File: src/rtl/cpu_pkg.sv
// Shared core types: sequencer states, register-address width and the
// decoder control bundle with its NOP value used by stage flush muxes.
package cpu_pkg;

  localparam int CPU_REG_ADDR_W = 3;

  typedef enum logic {RUN, FLUSH} ctrl_state_t;

  typedef struct packed {
    logic       reg_we;
    logic       mem_rd;
    logic       mem_wr;
    logic       branch;
    logic [3:0] alu_op;
  } decoder_signals;

  // Control word a squashed decode stage latches in place of the decoded one.
  localparam decoder_signals DECODER_NOP = '0;

endpackage

File: src/rtl/sat_counter.sv
// Saturating up-counter with synchronous clear; holds at all-ones.
module sat_counter #(
  parameter int W = 16
) (
  input  logic         i_clk,
  input  logic         i_rst,
  input  logic         i_inc,
  input  logic         i_clr,
  output logic [W-1:0] o_count
);

  logic [W-1:0] r_count;

  // Count up on i_inc until all-ones; clear has priority over increment.
  always_ff @(posedge i_clk or posedge i_rst) begin
    if (i_rst)                        r_count <= '0;
    else if (i_clr)                   r_count <= '0;
    else if (i_inc && r_count != '1)  r_count <= r_count + 1'b1;
  end

  assign o_count = r_count;

endmodule

File: src/rtl/pipeline_hazard_ctrl.sv
// Pipeline sequencer: stage enables, NOP injection, branch redirect,
// load-use stall, memory freeze, perf counters and memory watchdog.
module pipeline_hazard_ctrl
  import cpu_pkg::*;
#(
  parameter int REG_ADDR_W   = CPU_REG_ADDR_W,
  parameter int FLUSH_CYCLES = 2,
  parameter int MEM_TIMEOUT  = 64,
  parameter int CNT_W        = 16
) (
  input  logic                  clk,
  input  logic                  rst,
  input  logic [REG_ADDR_W-1:0] dec_src_a,
  input  logic [REG_ADDR_W-1:0] dec_src_b,
  input  logic                  dec_use_a,
  input  logic                  dec_use_b,
  input  logic                  ex_is_load,
  input  logic [REG_ADDR_W-1:0] ex_dest,
  input  logic                  ex_we,
  input  logic                  branch_taken,
  input  logic                  imem_valid,
  input  logic                  mem_busy,
  output logic                  fetch_en,
  output logic                  decode_en,
  output logic                  exec_en,
  output logic                  decode_flush,
  output logic                  exec_bubble,
  output logic                  pc_redirect,
  output logic [CNT_W-1:0]      stall_count,
  output logic [CNT_W-1:0]      flush_count,
  output logic                  mem_timeout
);

  localparam int FCW = (FLUSH_CYCLES > 1) ? $clog2(FLUSH_CYCLES) : 1;
  localparam int WDW = $clog2(MEM_TIMEOUT) + 1;

  ctrl_state_t    r_state;
  logic [FCW-1:0] r_flush_cnt;
  logic           r_mem_timeout;
  logic [WDW-1:0] w_wd_cnt;
  logic           w_load_use;
  logic           w_run;

  assign w_load_use = ex_is_load & ex_we &
                      ((dec_use_a & (dec_src_a == ex_dest)) |
                       (dec_use_b & (dec_src_b == ex_dest)));
  assign w_run      = !mem_busy && (r_state == RUN);

  // Stage controls: zero-latency decode of state and inputs in priority order.
  always_comb begin
    fetch_en     = 1'b1;
    decode_en    = 1'b1;
    exec_en      = 1'b1;
    decode_flush = 1'b0;
    exec_bubble  = 1'b0;
    pc_redirect  = 1'b0;
    if (rst) begin
      fetch_en     = 1'b0;
      decode_en    = 1'b0;
      exec_en      = 1'b0;
      decode_flush = 1'b1;
      exec_bubble  = 1'b1;
    end else if (mem_busy) begin
      fetch_en  = 1'b0;
      decode_en = 1'b0;
      exec_en   = 1'b0;
    end else if (r_state == FLUSH) begin
      decode_flush = 1'b1;
    end else if (branch_taken) begin
      pc_redirect  = 1'b1;
      decode_flush = 1'b1;
      exec_bubble  = 1'b1;
    end else if (w_load_use) begin
      fetch_en    = 1'b0;
      decode_en   = 1'b0;
      exec_bubble = 1'b1;
    end else if (!imem_valid) begin
      decode_flush = 1'b1;
    end
  end

  // Flush sequencer; everything holds while data memory is busy.
  always_ff @(posedge clk or posedge rst) begin
    if (rst) begin
      r_state     <= RUN;
      r_flush_cnt <= '0;
    end else if (!mem_busy) begin
      case (r_state)
        RUN: begin
          if (branch_taken && FLUSH_CYCLES > 1) begin
            r_state     <= FLUSH;
            r_flush_cnt <= FCW'(FLUSH_CYCLES - 1);
          end
        end
        FLUSH: begin
          if (r_flush_cnt == FCW'(1)) begin
            r_state     <= RUN;
            r_flush_cnt <= '0;
          end else begin
            r_flush_cnt <= r_flush_cnt - 1'b1;
          end
        end
        default: r_state <= RUN;
      endcase
    end
  end

  // Sticky watchdog flag once memory has been busy MEM_TIMEOUT cycles in a row.
  always_ff @(posedge clk or posedge rst) begin
    if (rst)                                                 r_mem_timeout <= 1'b0;
    else if (mem_busy && w_wd_cnt >= WDW'(MEM_TIMEOUT - 1))  r_mem_timeout <= 1'b1;
  end

  assign mem_timeout = r_mem_timeout;

  sat_counter #(.W(CNT_W)) u_stall_cnt (
    .i_clk(clk), .i_rst(rst), .i_inc(w_run && !branch_taken && w_load_use),
    .i_clr(1'b0), .o_count(stall_count)
  );

  sat_counter #(.W(CNT_W)) u_flush_cnt (
    .i_clk(clk), .i_rst(rst), .i_inc(w_run && branch_taken),
    .i_clr(1'b0), .o_count(flush_count)
  );

  sat_counter #(.W(WDW)) u_wd_cnt (
    .i_clk(clk), .i_rst(rst), .i_inc(mem_busy),
    .i_clr(!mem_busy), .o_count(w_wd_cnt)
  );

endmodule

File: config.mk
export PLATFORM = sky130hd
export DESIGN_NAME = pipeline_hazard_ctrl
export DESIGN_NICKNAME = d
export VERILOG_FILES = /design/src/rtl/cpu_pkg.sv /design/src/rtl/sat_counter.sv /design/src/rtl/pipeline_hazard_ctrl.sv
export SDC_FILE = /design/constraint.sdc
export NUM_CORES = 1
export LEC_CHECK = 0
export CAP_MARGIN = 15
export CORE_ASPECT_RATIO = 0.5
export CORE_MARGIN = 10
export CORE_UTILIZATION = 25
export DETAILED_ROUTE_END_ITERATION = 6
export GPL_TIMING_DRIVEN = 0
export PLACE_DENSITY_LB_ADDON = 0.3
export SYNTH_ARGS = -nofsm -noshare
export SYNTH_HDL_FRONTEND = slang
export SYNTH_SLANG_ARGS = --single-unit
File: constraint.sdc
create_clock -name clk -period 5.7 [get_ports clk]
set_clock_uncertainty 0.05 [all_clocks]
set_input_delay 1.425 -clock clk [delete_from_list [all_inputs] [get_ports clk]]
set_output_delay 1.425 -clock clk [all_outputs]
set_load 0.005 [all_outputs]
==> impl_metrics.toml, run 1 <==
[global_routing]
grt_antenna_before_repair = 0
track_usage = 0.08009
grt_overflow_total = 0
grt_first_pass_wirelength_mm = 8.935
grt_pass1_vias = 1820
grt_max_degree = 44

[cts]
post_cts_resize_count = 0
clkSinkCount = 42
clk_latency_ns = 0.28
numCtsBuffers = 5
cts_root_buffer = "clkbuf_16"
clk_path_buf_depth = 2
postCtsHoldBufs = 0
cts_setup_buffers = 0
cts_tree = "yes"
htree_levels = 2
clkTransAtPathRegs_ns = 0.06

[route]
vias_per_cell = 4.565
drtIter0Drc = 71
wl_mm = 5.287
ant_nets = 0
firstDrtPassIters = 4
drcViolationCount = 0
vias = 1785
wire_per_inst_um = 13.52

[yosys]
postSynthCellCount = 215
synth_flop_cell = "dfrtp_1"
seq_area_frac_synth = 0.4836
synth_edf_count = 0
synthArstFlopShare = 1.000
syn_area_um2 = 2173
synth_nets = 236
synth.top_cells.by_count = "dfrtp_1, xnor2_1, nor2_1, nand2_1, nand4_1"
ys_seq_elements = 42
yosysMostFrequentCell = "dfrtp_1"
synth_area_leader_cell = "dfrtp_1"
syn_area_per_cell_um2 = 10.11
yosys_warnings = 0
synth_area_leaders = "dfrtp_1, xnor2_1, nand4_1, xor2_1, nor2_1"
synth_top_cell_area_share = 0.4836
yosysUniqueCellTypes = 39

[worst_setup_path]
arrival_ns = 3.86
crit_required_ns = 4.22
critPathLaunch = "ex_dest[1]"
r2r_start = "u_stall_cnt.o_count[3]"
critPathCaptureType = "output pin"
path_class = "in2out"
crit_fanout = 10
reg2reg_depth = 5
crit_path_start_kind = "input port"

[timing]
final_hold_viol_count = 0
rsz0062_at_grt = "no"
slew_headroom = 0.4084
min_period_ns = 5.339
setup_viol = 0
slew_violations = 0
worst_slew_pin_slew_ns = 0.8861
setup_tns_ns = 0
fin_crit_sh = 0.9367
fmax_mhz = 187.3

[placement]
hpwlAfterDp_mm = 4.157
dpl_cell_area_um2 = 2874
io_buffers = 56
gp_congestion = 0.8090

[die]
start_util = 0.2641
ios = 57
core_um2 = 8230
die_x_um = 151.9
fp.dieH_um = 85.93
rows = 23
dieArea_um2 = 13050

[worst_hold_path]
hold_depth = 1
worstHoldStart = "mem_timeout"
min_path_type = "reg2reg"

[final_layout]
final_area_um2 = 3025
antenna_cells = 0
fillCellCount = 816
final_nets = 299
syn2layout_area_growth_pct = 39.21
drive_above_1_share = 0.06810

[pwr]
leakage_nw = 1.239
irDropWorstVdd_v = 0.0001362
powerDensity_nw_per_um2 = 276.1

[job]
cap_violations = 0

[run_status]
outcome = "complete, no violations"
layout make-up:
cell class	count	area (um^2)	share of cell area
Multi-Input combinational cell	161	1071	0.3540
Sequential cell	42	1051	0.3474
Timing Repair Buffer	56	560.5	0.1853
Tap cell	112	140.1	0.04632
Clock buffer	6	138.9	0.04591
Inverter	7	26.28	0.008685
Buffer	5	25.02	0.008271
Clock inverter	2	12.51	0.004136
sequential cells by signal, indices dropped and copies added, names as in the netlist:
signal,count
u_wd_cnt.o_count,7
u_flush_cnt.o_count,16
mem_timeout,1
r_state,1
r_flush_cnt,1
u_stall_cnt.o_count,16
through the flow:
stage	hold slack [ns]	power [mW]	util	cells	worst slack [ns]
5_1_grt	0.4511	0.8862	0.3676	391	0.2056
3_3_place_gp	0.4055	0.5530	0.3492	383	0.3130
2_1_floorplan	0.4090	0.4574	-	215	1.694
4_1_cts	0.4303	0.8453	0.3676	391	0.3366
6_report	0.4245	0.8355	0.3676	391	0.3608
3_5_place_dp	0.4148	0.5592	0.3492	383	0.3355
kinds of logic (layout without fill, tap and decap cells):
family,count (synthesis),after routing,synth area share
adder cells (fa/ha/maj),3,3,0.01727
buffers and inverters,12,76,0.02361
flip-flops,42,42,0.4836
AND/OR/NAND/NOR,101,101,0.2591
multiplexers,3,3,0.01497
XOR/XNOR,39,39,0.1572
AO/OA/AOI/OAI,15,15,0.04433
layout by cell type, fill, tap and decap left out, types with 3 or more instances in the layout:
cell type        count
xnor2_1             28
o21ai_0              3
and2_1               4
clkdlybuf4s50_1     56
dfrtp_1             42
nor3_1               4
nor2_1              23
nor4_1               4
nand2_1             17
inv_1                6
and3_1               4
ha_1                 3
a21oi_1              4
xor2_1              11
clkbuf_16            5
nand4_1             17
nand3_1             12
nor2b_1              4
worst max-delay path: stages:
cell	delay [ns]
clkdlybuf4s50_1	0.53
xnor2_1	0.13
nand4_1	0.14
a21oi_1	0.49
buf_2	0.32
nor2_1	0.06
o31ai_1	0.20
clkdlybuf4s50_1	0.56
worst paths after layout:
path / to / slack [ns]
worst min-delay path: mem_timeout / 0.42
min in group asynchronous: mem_timeout / 1.68
worst max-delay path: exec_bubble / 0.36
worst min register to register: mem_timeout / 0.42
max in group asynchronous: u_stall_cnt.o_count[11] / 3.35
worst max register to register: u_stall_cnt.o_count[1] / 3.66
metal layers:
metal	wire length (um)	vias up	track usage
li1	-	873	-
met1	2181	877	0.08255
met2	2914	33	0.1576
met3	150	2	0.01893
met4	41	0	0.02693
met5	0	-	0
where the power goes:
part	internal, mW	leakage [nW]	total [mW]	switching (mW)
Clock	0.173	0.0729	0.285	0.112
Combinational	0.0995	0.610	0.178	0.0782
Sequential	0.332	0.556	0.373	0.0407
Power figures use the tool's default switching activity.
==> run 2: changes to the inputs <==
--- a/config.mk
+++ b/config.mk
@@ -6,7 +6,7 @@
 export NUM_CORES = 1
 export LEC_CHECK = 0
 export CAP_MARGIN = 15
-export CORE_ASPECT_RATIO = 0.5
+export CORE_ASPECT_RATIO = 2
 export CORE_MARGIN = 10
 export CORE_UTILIZATION = 25
 export DETAILED_ROUTE_END_ITERATION = 6
==> run 2 against run 1 <==
  * Global-route usage is 0.67 points higher
  * Register-to-register slack worse by 0.02 ns
  * Count of clock-buffer cells in the layout is 1 higher
  * Critical endpoint unchanged
  * Largest power group unchanged
==> impl_metrics.toml, run 2 (synthesis gave the netlist of run 1 again) <==
[cts]
cts_setup_buffers = 0
cts_root_buffer = "clkbuf_16"
clk_path_buf_depth = 2
htree_levels = 2
cts_tree = "yes"
clkTransAtPathRegs_ns = 0.06
clkSinkCount = 42
postCtsHoldBufs = 0
numCtsBuffers = 5
post_cts_resize_count = 0
clk_latency_ns = 0.28

[timing]
final_hold_viol_count = 0
setup_ws_ns = 0.4093
setup_viol = 0
setup_tns_ns = 0
rsz0062_at_grt = "no"
fin_crit_sh = 0.9282
slew_violations = 0
fmax_mhz = 189.0
slew_headroom = 0.6778
worst_slew_pin_slew_ns = 0.4789
min_period_ns = 5.291

[worst_setup_path]
crit_path_start_kind = "input port"
crit_required_ns = 4.22
critPathCaptureType = "output pin"
path_class = "in2out"
crit_fanout = 10
arrival_ns = 3.82

[die]
ios = 57
start_util = 0.2531
rows = 48
dieArea_um2 = 13050
die_x_um = 85.93
fp.dieH_um = 151.9
core_um2 = 8588

[route]
wire_per_inst_um = 14.31
vias_per_cell = 4.608
firstDrtPassIters = 4
ant_nets = 0
drcViolationCount = 0
drtIter0Drc = 27
wl_mm = 5.437
vias = 1751

[final_layout]
multi_input_area_um2 = 1071
final_common_cell = "clkdlybuf4s50_1"
mostFrequentLayoutCells = "clkdlybuf4s50_1, dfrtp_1, xnor2_1"
regArea_um2 = 1051
fillCellCount = 867
final_nets = 300
drive_above_1_share = 0.06429
final_area_um2 = 3042
syn2layout_area_growth_pct = 39.95
utilization = 0.3542
antenna_cells = 0

[placement]
dp_slack_ns = 0.3973
io_buffers = 56
dpl_cell_area_um2 = 2879
gp_congestion = 0.7866
hpwlAfterDp_mm = 4.355

[global_routing]
grt_overflow_total = 0
grt_max_degree = 33
grt_first_pass_wirelength_mm = 9.204
track_usage = 0.08680
grt_pass1_vias = 1830
grt_antenna_before_repair = 0

[pwr]
powerDensity_nw_per_um2 = 285.4
irDropWorstVdd_v = 0.0001232
leakage_nw = 1.253

[worst_hold_path]
min_path_type = "reg2reg"

[run_status]
outcome = "complete, no violations"

[job]
cap_violations = 0
## run 2: cell types whose count changed in the layout (fill, tap and decap cells not counted)
cell and delta:
buf_12 +1, bufinv_16 +1, clkbuf_1 +2, clkbuf_8 -1, clkinv_2 -1, clkinvlp_4 -1
## run 2: power breakdown
| part | internal [mW] | total (mW) | switching [mW] |
|---|---|---|---|
| Combinational | 0.101 | 0.178 | 0.0770 |
| Clock | 0.207 | 0.316 | 0.109 |
| Sequential | 0.332 | 0.374 | 0.0419 |
## run 2: worst paths after layout
| check | startpoint | to | slack [ns] | depth (start not counted) |
|---|---|---|---|---|
| max reg2reg | u_stall_cnt.o_count[0] | u_stall_cnt.o_count[1] | 3.64 | 6 |
| min in group asynchronous | rst | u_wd_cnt.o_count[5] | 1.48 | 2 |
| min | mem_timeout | mem_timeout | 0.41 | 1 |
| min reg2reg | mem_timeout | mem_timeout | 0.41 | 1 |
| max in group asynchronous | rst | u_stall_cnt.o_count[13] | 3.67 | 3 |
| max | ex_dest[0] | exec_bubble | 0.41 | 8 |
## run 2: per-layer routing
metal  track usage  up-vias  wire length (um)
li1              -      879                 -
met1       0.09264      827              2066
met2        0.1485       39              2910
met3       0.03051        6               360
met4       0.03549        0                99
met5             0        -                 0
## run 2: stage by stage
step | total power [mW] | std cells | hold slack (ns)
after floorplan | 0.4574 | 215 | 0.4090
after global placement | 0.5574 | 371 | 0.4068
after global routing | 0.9174 | 380 | 0.4517
final | 0.8681 | 380 | 0.4129
after detailed placement | 0.5636 | 372 | 0.4043
after CTS | 0.8871 | 380 | 0.4196
## run 2: area by class of cell
class | count | share of cell area
Sequential cell | 42 | 0.3455
Tap cell | 100 | 0.04114
Inverter | 7 | 0.008638
Multi-Input combinational cell | 161 | 0.3521
Clock buffer | 7 | 0.04360
Timing Repair Buffer | 57 | 0.1909
Buffer | 5 | 0.008227
Clock inverter | 1 | 0.009872
## run 2: critical path, cell delays in order
cell	delay, ns
clkdlybuf4s50_1	0.53
xnor2_1	0.14
nand4_1	0.15
a21oi_1	0.45
buf_2	0.31
nor2_1	0.06
o31ai_1	0.21
clkdlybuf4s50_1	0.55
==> run 3: changes to the inputs <==
--- a/config.mk
+++ b/config.mk
@@ -5,7 +5,7 @@
 export SDC_FILE = /design/constraint.sdc
 export NUM_CORES = 1
 export LEC_CHECK = 0
-export CAP_MARGIN = 15
+export CAP_MARGIN = 10
 export CORE_ASPECT_RATIO = 2
 export CORE_MARGIN = 10
 export CORE_UTILIZATION = 25
==> results of run 3 <==
Final layout, timing and power as in run 2 (identical DEF).
